--- config.mk ---
export PLATFORM = sky130hd
export DESIGN_NAME = mix_tree_sequencer
export DESIGN_NICKNAME = d
export VERILOG_FILES = /design/src/rtl/mix_tree_sequencer.sv
export SDC_FILE = /design/constraint.sdc
export NUM_CORES = 1
export LEC_CHECK = 0
export ABC_AREA = 1
export BUFFER_PORTS_ARGS = -buffer_cell sky130_fd_sc_hd__buf_4
export CELL_PAD_IN_SITES_DETAIL_PLACEMENT = 0
export CELL_PAD_IN_SITES_GLOBAL_PLACEMENT = 2
export CORE_MARGIN = 2
export CORE_UTILIZATION = 31
export DETAILED_ROUTE_END_ITERATION = 16
export GPL_ROUTABILITY_DRIVEN = 0
export PLACE_DENSITY_LB_ADDON = 0.2
export REMOVE_ABC_BUFFERS = 1
export SETUP_SLACK_MARGIN = 0.5
export SLEW_MARGIN = 20
export SYNTH_ARGS = -nofsm -noshare
export SYNTH_HDL_FRONTEND = slang
export SYNTH_SLANG_ARGS = --single-unit
--- constraint.sdc ---
create_clock -name clk -period 2.4 [get_ports clk]
set_clock_uncertainty 0.2 [all_clocks]
set_input_delay 0.24 -clock clk [delete_from_list [all_inputs] [get_ports clk]]
set_output_delay 0.24 -clock clk [all_outputs]
set_load 0.1 [all_outputs]
--- src/rtl/mix_tree_sequencer.sv ---
// Load -> mix (leaf level to root) -> flush actuation sequencer for a bank of
// binary diffusion-mixing trees, started by a start/done handshake and abortable.
module mix_tree_sequencer #(
  parameter int DEPTH    = 2,
  parameter int CHANNELS = 2,
  parameter int CNT_W    = 8
) (
  input  logic                            clk,
  input  logic                            rst,
  input  logic                            start,
  input  logic                            abort,
  input  logic [CHANNELS-1:0]             chan_mask,
  input  logic [CNT_W-1:0]                load_cycles,
  input  logic [CNT_W-1:0]                mix_cycles,
  input  logic [CNT_W-1:0]                flush_cycles,
  output logic                            busy,
  output logic                            done,
  output logic                            aborted,
  output logic [CHANNELS*(2**DEPTH)-1:0]  inlet_open,
  output logic [CHANNELS*DEPTH-1:0]       mix_en,
  output logic [CHANNELS-1:0]             outlet_open
);

  // state   | meaning
  // S_IDLE  | waiting for start with a non-empty channel mask
  // S_LOAD  | inlets of masked trees open for L cycles
  // S_MIX   | one mixer level enabled per M cycles, leaf level down to root
  // S_FLUSH | outlets of masked trees open for F cycles
  // S_FIN   | single done cycle, all valves closed

  localparam int INLETS = 2**DEPTH;
  localparam int LVL_W  = (DEPTH > 1) ? $clog2(DEPTH) : 1;
  localparam logic [LVL_W-1:0] TOP_LVL = LVL_W'(DEPTH-1);

  typedef enum logic [2:0] {S_IDLE, S_LOAD, S_MIX, S_FLUSH, S_FIN} state_t;

  state_t                        r_state;
  logic [CNT_W-1:0]              r_cnt;
  logic [LVL_W-1:0]              r_level;
  logic [CHANNELS-1:0]           r_mask;
  logic [CNT_W-1:0]              r_mix_m1;
  logic [CNT_W-1:0]              r_flush_m1;
  logic                          r_busy;
  logic                          r_done;
  logic                          r_aborted;
  logic [CHANNELS*INLETS-1:0]    r_inlet;
  logic [CHANNELS*DEPTH-1:0]     r_mix;
  logic [CHANNELS-1:0]           r_outlet;

  // Counter holds remaining cycles minus one; a zero duration collapses to one cycle.
  logic [CNT_W-1:0] w_load_m1, w_mix_m1, w_flush_m1;
  assign w_load_m1  = (load_cycles  == '0) ? '0 : load_cycles  - 1'b1;
  assign w_mix_m1   = (mix_cycles   == '0) ? '0 : mix_cycles   - 1'b1;
  assign w_flush_m1 = (flush_cycles == '0) ? '0 : flush_cycles - 1'b1;

  function automatic logic [CHANNELS*INLETS-1:0] f_inlets(input logic [CHANNELS-1:0] m);
    logic [CHANNELS*INLETS-1:0] v;
    v = '0;
    for (int c = 0; c < CHANNELS; c++)
      for (int i = 0; i < INLETS; i++)
        v[c*INLETS+i] = m[c];
    return v;
  endfunction

  function automatic logic [CHANNELS*DEPTH-1:0] f_mix(input logic [CHANNELS-1:0] m,
                                                      input logic [LVL_W-1:0] lvl);
    logic [CHANNELS*DEPTH-1:0] v;
    v = '0;
    for (int c = 0; c < CHANNELS; c++)
      for (int l = 0; l < DEPTH; l++)
        v[c*DEPTH+l] = m[c] && (l == int'(lvl));
    return v;
  endfunction

  always_ff @(posedge clk or posedge rst) begin
    if (rst) begin
      r_state    <= S_IDLE;
      r_cnt      <= '0;
      r_level    <= '0;
      r_mask     <= '0;
      r_mix_m1   <= '0;
      r_flush_m1 <= '0;
      r_busy     <= 1'b0;
      r_done     <= 1'b0;
      r_aborted  <= 1'b0;
      r_inlet    <= '0;
      r_mix      <= '0;
      r_outlet   <= '0;
    end else begin
      r_done    <= 1'b0;
      r_aborted <= 1'b0;
      case (r_state)
        S_IDLE: begin
          if (start && !abort && (chan_mask != '0)) begin
            r_state    <= S_LOAD;
            r_mask     <= chan_mask;
            r_mix_m1   <= w_mix_m1;
            r_flush_m1 <= w_flush_m1;
            r_cnt      <= w_load_m1;
            r_busy     <= 1'b1;
            r_inlet    <= f_inlets(chan_mask);
          end
        end
        S_LOAD, S_MIX, S_FLUSH: begin
          if (abort) begin
            r_state   <= S_IDLE;
            r_busy    <= 1'b0;
            r_aborted <= 1'b1;
            r_inlet   <= '0;
            r_mix     <= '0;
            r_outlet  <= '0;
          end else if (r_cnt != '0) begin
            r_cnt <= r_cnt - 1'b1;
          end else if (r_state == S_LOAD) begin
            r_state <= S_MIX;
            r_level <= TOP_LVL;
            r_cnt   <= r_mix_m1;
            r_inlet <= '0;
            r_mix   <= f_mix(r_mask, TOP_LVL);
          end else if (r_state == S_MIX) begin
            if (r_level == '0) begin
              r_state  <= S_FLUSH;
              r_cnt    <= r_flush_m1;
              r_mix    <= '0;
              r_outlet <= r_mask;
            end else begin
              r_level <= r_level - 1'b1;
              r_cnt   <= r_mix_m1;
              r_mix   <= f_mix(r_mask, r_level - 1'b1);
            end
          end else begin
            r_state  <= S_FIN;
            r_outlet <= '0;
            r_busy   <= 1'b0;
            r_done   <= 1'b1;
          end
        end
        S_FIN:   r_state <= S_IDLE;
        default: r_state <= S_IDLE;
      endcase
    end
  end

  assign busy        = r_busy;
  assign done        = r_done;
  assign aborted     = r_aborted;
  assign inlet_open  = r_inlet;
  assign mix_en      = r_mix;
  assign outlet_open = r_outlet;

endmodule

# [After elaboration in Yosys (flattened, before gate mapping)]
# Index checks and enable logic that the tools add are counted.
[classes] muxes=48 n_shift=0 n_mul=0 bitwise=3 n_div=0 eq_ne=14 add_sub_neg=5 reduce_logical=25 n_lt_le_gt_ge=0
[ops] op="two-way mux 8 bit" count=13
[ops] op="case mux 8 bit (2 select lines)" count=2
[ops] op="subtractor 8 x 1 -> 8 bit, second input constant" count=4
[ops] op="zero test 8 bit" count=3
[ops] op="two-way mux 4 bit" count=5
[ops] op="two-way mux 3 bit" count=6
[ops] op="AND reduction 4 bit" count=4
[ops] op="two-way mux 1 bit" count=15
[ops] op="!= test 3 bit, second input constant" count=5
[ops] op="two-way mux 2 bit" count=5
[ops] op="!= test 2 bit, second input constant" count=4
[ops] op="nonzero test 8 bit" count=1
[ops] op="== test 3 x 2 -> 1 bit, second input constant" count=2
[ops] op="logical AND 1 bit" count=6
[ops] op="case mux 3 bit (2 select lines)" count=1
[ops] op="AND reduction 3 bit" count=2
[ops] op="nonzero test 2 bit" count=3
[ops] op="!= test 5 bit, second input constant" count=1
[ops] op="AND reduction 5 bit" count=1
[ops] op="!= test 4 bit, second input constant" count=1
[ops] op="== test 3 x 1 -> 1 bit, second input constant" count=1
[ops] op="zero test 3 bit" count=1
[ops] op="NOT 1 bit" count=3
[ops] op="nonzero test 3 bit" count=1
[ops] op="5 further kinds" count=5
[word_totals] latchBits=0 romBits=0 mem_bits_rw=0 register_bits=47 mem_count=0 output_inout_bits=17

# [Depth between registers and ports, before layout]
[logic_depth] word_depth=8 depth_mapped=11

# [Worst setup path before layout]
# Ideal clock, no wire load.
[synth_timing] path_type="reg-to-output" start="reg, netlist name inlet_open[3]" end="out inlet_open[1]" arrival_ns=1.373 slack_ns=0.587 path_stages_with_launch=2 path_buffers=1 cell_sequence="dfrtp_1 > buf_4"
[synth_rtl] item="end, declared" line_no="19" rtl="output logic [CHANNELS*(2**DEPTH)-1:0] inlet_open,"

# [Worst setup path in the final report]
[layout_timing] start="in chan_mask[0]" end="reg r_cnt[7]"
[layout_between] elab_chain_cells=4
[layout_rtl] item="start, declared" line_no="12" rtl="input logic [CHANNELS-1:0] chan_mask,"
[layout_rtl] item="nonzero test 2 bit" line_no="94" rtl="if (start && !abort && (chan_mask != '0)) begin"
[layout_rtl] item="logical AND 1 bit" line_no="94"
[layout_rtl] item="!= test 2 bit (no line)"
[layout_rtl] item="AND reduction 4 bit (no line)"
[layout_rtl] item="end signal, assigned" line_no="99" rtl="r_cnt <= w_load_m1;"
[layout_rtl] item="end signal, assigned" line_no="113" rtl="r_cnt <= r_cnt - 1'b1;"
[layout_rtl] item="end signal, assigned" line_no="117" rtl="r_cnt <= r_mix_m1;"
[layout_rtl] item="end, declared" line_no="38" rtl="logic [CNT_W-1:0] r_cnt;"
# No other way between the ends.
# A chain may end at the register's enable or synchronous reset.

==> flow_metrics.env <==
export IMPL_maxSlewHeadroom_pct=64.1
export IMPL_path_clk_slew_ns=0.08
export IMPL_htreeDepth=2
export IMPL_leakage_nw=1.81
export IMPL_core_area_mm2=0.00872
export IMPL_clockBufferDepth=2
export IMPL_switching_share_pct=52.3
export IMPL_routed_via_density=4.50
export IMPL_multiInputGateArea_mm2=0.00155
export IMPL_arrival_ns=1.76
export IMPL_outcome="completed"
export IMPL_synthCells=403
export IMPL_grt_antenna_before_repair=0
export IMPL_cts_root_buf="clkbuf_8"
export IMPL_critPathMaxFanout=9
export IMPL_pwr_density_cell_mw_per_mm2=1260
export IMPL_p_int_mw=2.10
export IMPL_switchingPower_mw=2.30
export IMPL_worstHoldStart="flush_cycles[7]"
export IMPL_rows=34
export IMPL_rsz0062_at_grt="no"
export IMPL_drive_gt1_share_pct=21.6
export IMPL_synth_area_mm2=0.00279
export IMPL_yosys_cell_count_top_type="nand2_1"
export IMPL_synth_edf_count=0
export IMPL_post_place_ws_ns=0.423
export IMPL_finalWirelength_um=7010
export IMPL_antennaDiodeCount=0
export IMPL_grt_overflow=0
export IMPL_regArea_mm2=0.00103
export IMPL_layout_nets=496
export IMPL_first_global_vias=2459
export IMPL_io_pins=47
export IMPL_die_h_um=98.9
export IMPL_synthArstFlopShare_pct=100
export IMPL_drc=0
export IMPL_synth_distinct_cells=31
export IMPL_peakVddDrop_uv=518
export IMPL_syn_area_per_cell_um2=6.92
export IMPL_grt_usage_pct=15.1
export IMPL_syn2layout_area_growth_pct=25.3
export IMPL_timing_fmax_mhz=560
export IMPL_yosys_warnings=0
export IMPL_critPathLaunch="chan_mask[0]"
export IMPL_fin_setup_tns_ns=0
export IMPL_synth_main_ff_cell="dfrtp_1"
export IMPL_final_core_util_pct=40.1
export IMPL_io_buffers=46
export IMPL_grt_max_degree=42
export IMPL_netlist_area_leader_share_pct=36.8
export IMPL_ant_nets=0
export IMPL_setup_slack_ns=0.613
export IMPL_hpwl_um=5550
export IMPL_hold_path_endpoint="r_flush_m1[7]"
export IMPL_synthTopCellsByArea="dfrtp_1, nand2_1, inv_1"
export IMPL_critPathLaunchType="primary input"
export IMPL_worstSkewPairLatency_ns=0.28
export IMPL_r2r_end="r_cnt[1]"
export IMPL_hold_class="primary input to flip-flop"
export IMPL_slew_viol_final=0
export IMPL_drv_cap=0
export IMPL_seqPwrFrac_pct=28.5
export IMPL_drt_pass1_iter_count=4
export IMPL_drtIter0Drc=82
export IMPL_period_share_pct=74.4
export IMPL_grt_pass1_wl_um=12000
export IMPL_hold_viol_final=0
export IMPL_avgRoutedWirePerCell_um=12.4
export IMPL_tightest_slew_ns=0.539
export IMPL_start_util_pct=32.0
export IMPL_clockPowerShare_pct=13.2
export IMPL_synth_seq_cells=41
export IMPL_seq_area_frac_synth_pct=36.8
export IMPL_fill_cells=928
export IMPL_synth_top_cell_by_area="dfrtp_1"
export IMPL_end_kind="flip-flop"
export IMPL_cts_sinks=41
export IMPL_dieArea_mm2=0.00977
export IMPL_reg2reg_slack_ns=0.64
export IMPL_setup_viol=0
export IMPL_period_needed_ns=1.79
export IMPL_p_comb_share_pct=58.3
export IMPL_p_total_mw=4.40
export IMPL_required_ns=2.37
export IMPL_cts_tree="done"
export IMPL_netlist_top_cells_count="nand2_1, inv_1, dfrtp_1"
export IMPL_r2r_cells=8
export IMPL_chipWidth_um=98.9
export IMPL_numCtsBuffers=5
export IMPL_vias=2554
export IMPL_worstSetupPathType="primary input to flip-flop"
export IMPL_hold_depth=4
export IMPL_r2r_start="r_state[0]"
## registers in the layout, summed over array words and instances (netlist names), 2 cells and up
| register | count |
|---|---|
| r_cnt | 8 |
| r_flush_m1 | 8 |
| r_mix_m1 | 8 |
| mix_en | 4 |
| r_state | 3 |
| inlet_open | 2 |
| outlet_open | 2 |
| r_mask | 2 |
## what timing repair did
| action | CTS | global route |
|---|---|---|
| endpoints found under the hold margin | 47 | 0 |
| setup buffers | 2 | 1 |
| resized for setup | 0 | 16 |
| endpoints found under the setup margin | 16 | 18 |
| gates cloned | 0 | 0 |
| hold buffers | 5 | 0 |
| pin swaps | 1 | 3 |
## worst max-delay path: stages
cell	delay, ns
dlygate4sd3_1	0.53
buf_4	0.11
inv_1	0.04
nand2_1	0.08
nand2_1	0.07
nand2_2	0.10
nand2_1	0.11
nor2_4	0.20
nand2_8	0.09
nor2_2	0.13
a21oi_1	0.07
## cell type report
class / instances / share of cell area, %
Inverter: 54 / 5.87
Timing Repair Buffer: 58 / 13.2
Clock inverter: 1 / 0.860
Clock buffer: 7 / 2.47
Tap cell: 108 / 3.87
Multi-Input combinational cell: 298 / 44.4
Sequential cell: 41 / 29.4
## worst max path at each step
stage	end	slack (ns)	cells after the start
finish	r_cnt[7]	0.61	11
detailed placement	r_cnt[3]	0.42	9
global placement	r_cnt[5]	0.48	9
floorplan	inlet_open[6]	-0.80	2
global route	r_cnt[6]	0.50	11
CTS	r_cnt[3]	0.52	9
## cells by family after synthesis
logic type | synth area share [%]
AOI/OAI and AO/OA | 10.5
buffers and inverters | 9.74
adders and majority gates | 3.59
DFF | 36.8
and+or+nand+nor | 35.9
xor gates and xnor gates | 3.45
## stage by stage
stage               instance area (um^2)  hold slack (ns)  cells
global placement                    3230            0.213    551
CTS                                 3420           0.0235    566
global route                        3490           0.0517    567
finish                              3490           0.0326    567
floorplan                           2720            0.106    393
detailed placement                  3230            0.218    551
## power groups by stage
stage                     combinational (mW)  sequential, mW  clock, mW
final                                   2.57            1.25      0.579
after global routing                    2.85            1.30      0.625
after CTS                               2.49            1.25      0.603
after detailed placement                2.46            1.26          0
after global placement                  2.48            1.27          0
after floorplan                         1.29            1.79          0
## per-layer routing
| layer | track usage, % | wire length [um] | vias to the layer above |
|---|---|---|---|
| li1 | - | - | 1376 |
| met1 | 21.0 | 3340 | 1133 |
| met2 | 24.3 | 3360 | 41 |
| met3 | 2.41 | 221 | 4 |
| met4 | 4.53 | 78 | 0 |
| met5 | 0 | 0 | - |
## placed cells by master, fill, tap and decap left out, drive strengths merged, types with 5 or more instances in the layout
cell and n:
o22ai 5, nand2 139, a21oi 14, nor2 44, nand3 35, xor2 7, buf 53, nand4 5
ha 8, dfrtp 41, inv 54, clkbuf 7, o21ai 30, dlygate4sd3 5
Power figures use the tool's default switching activity.
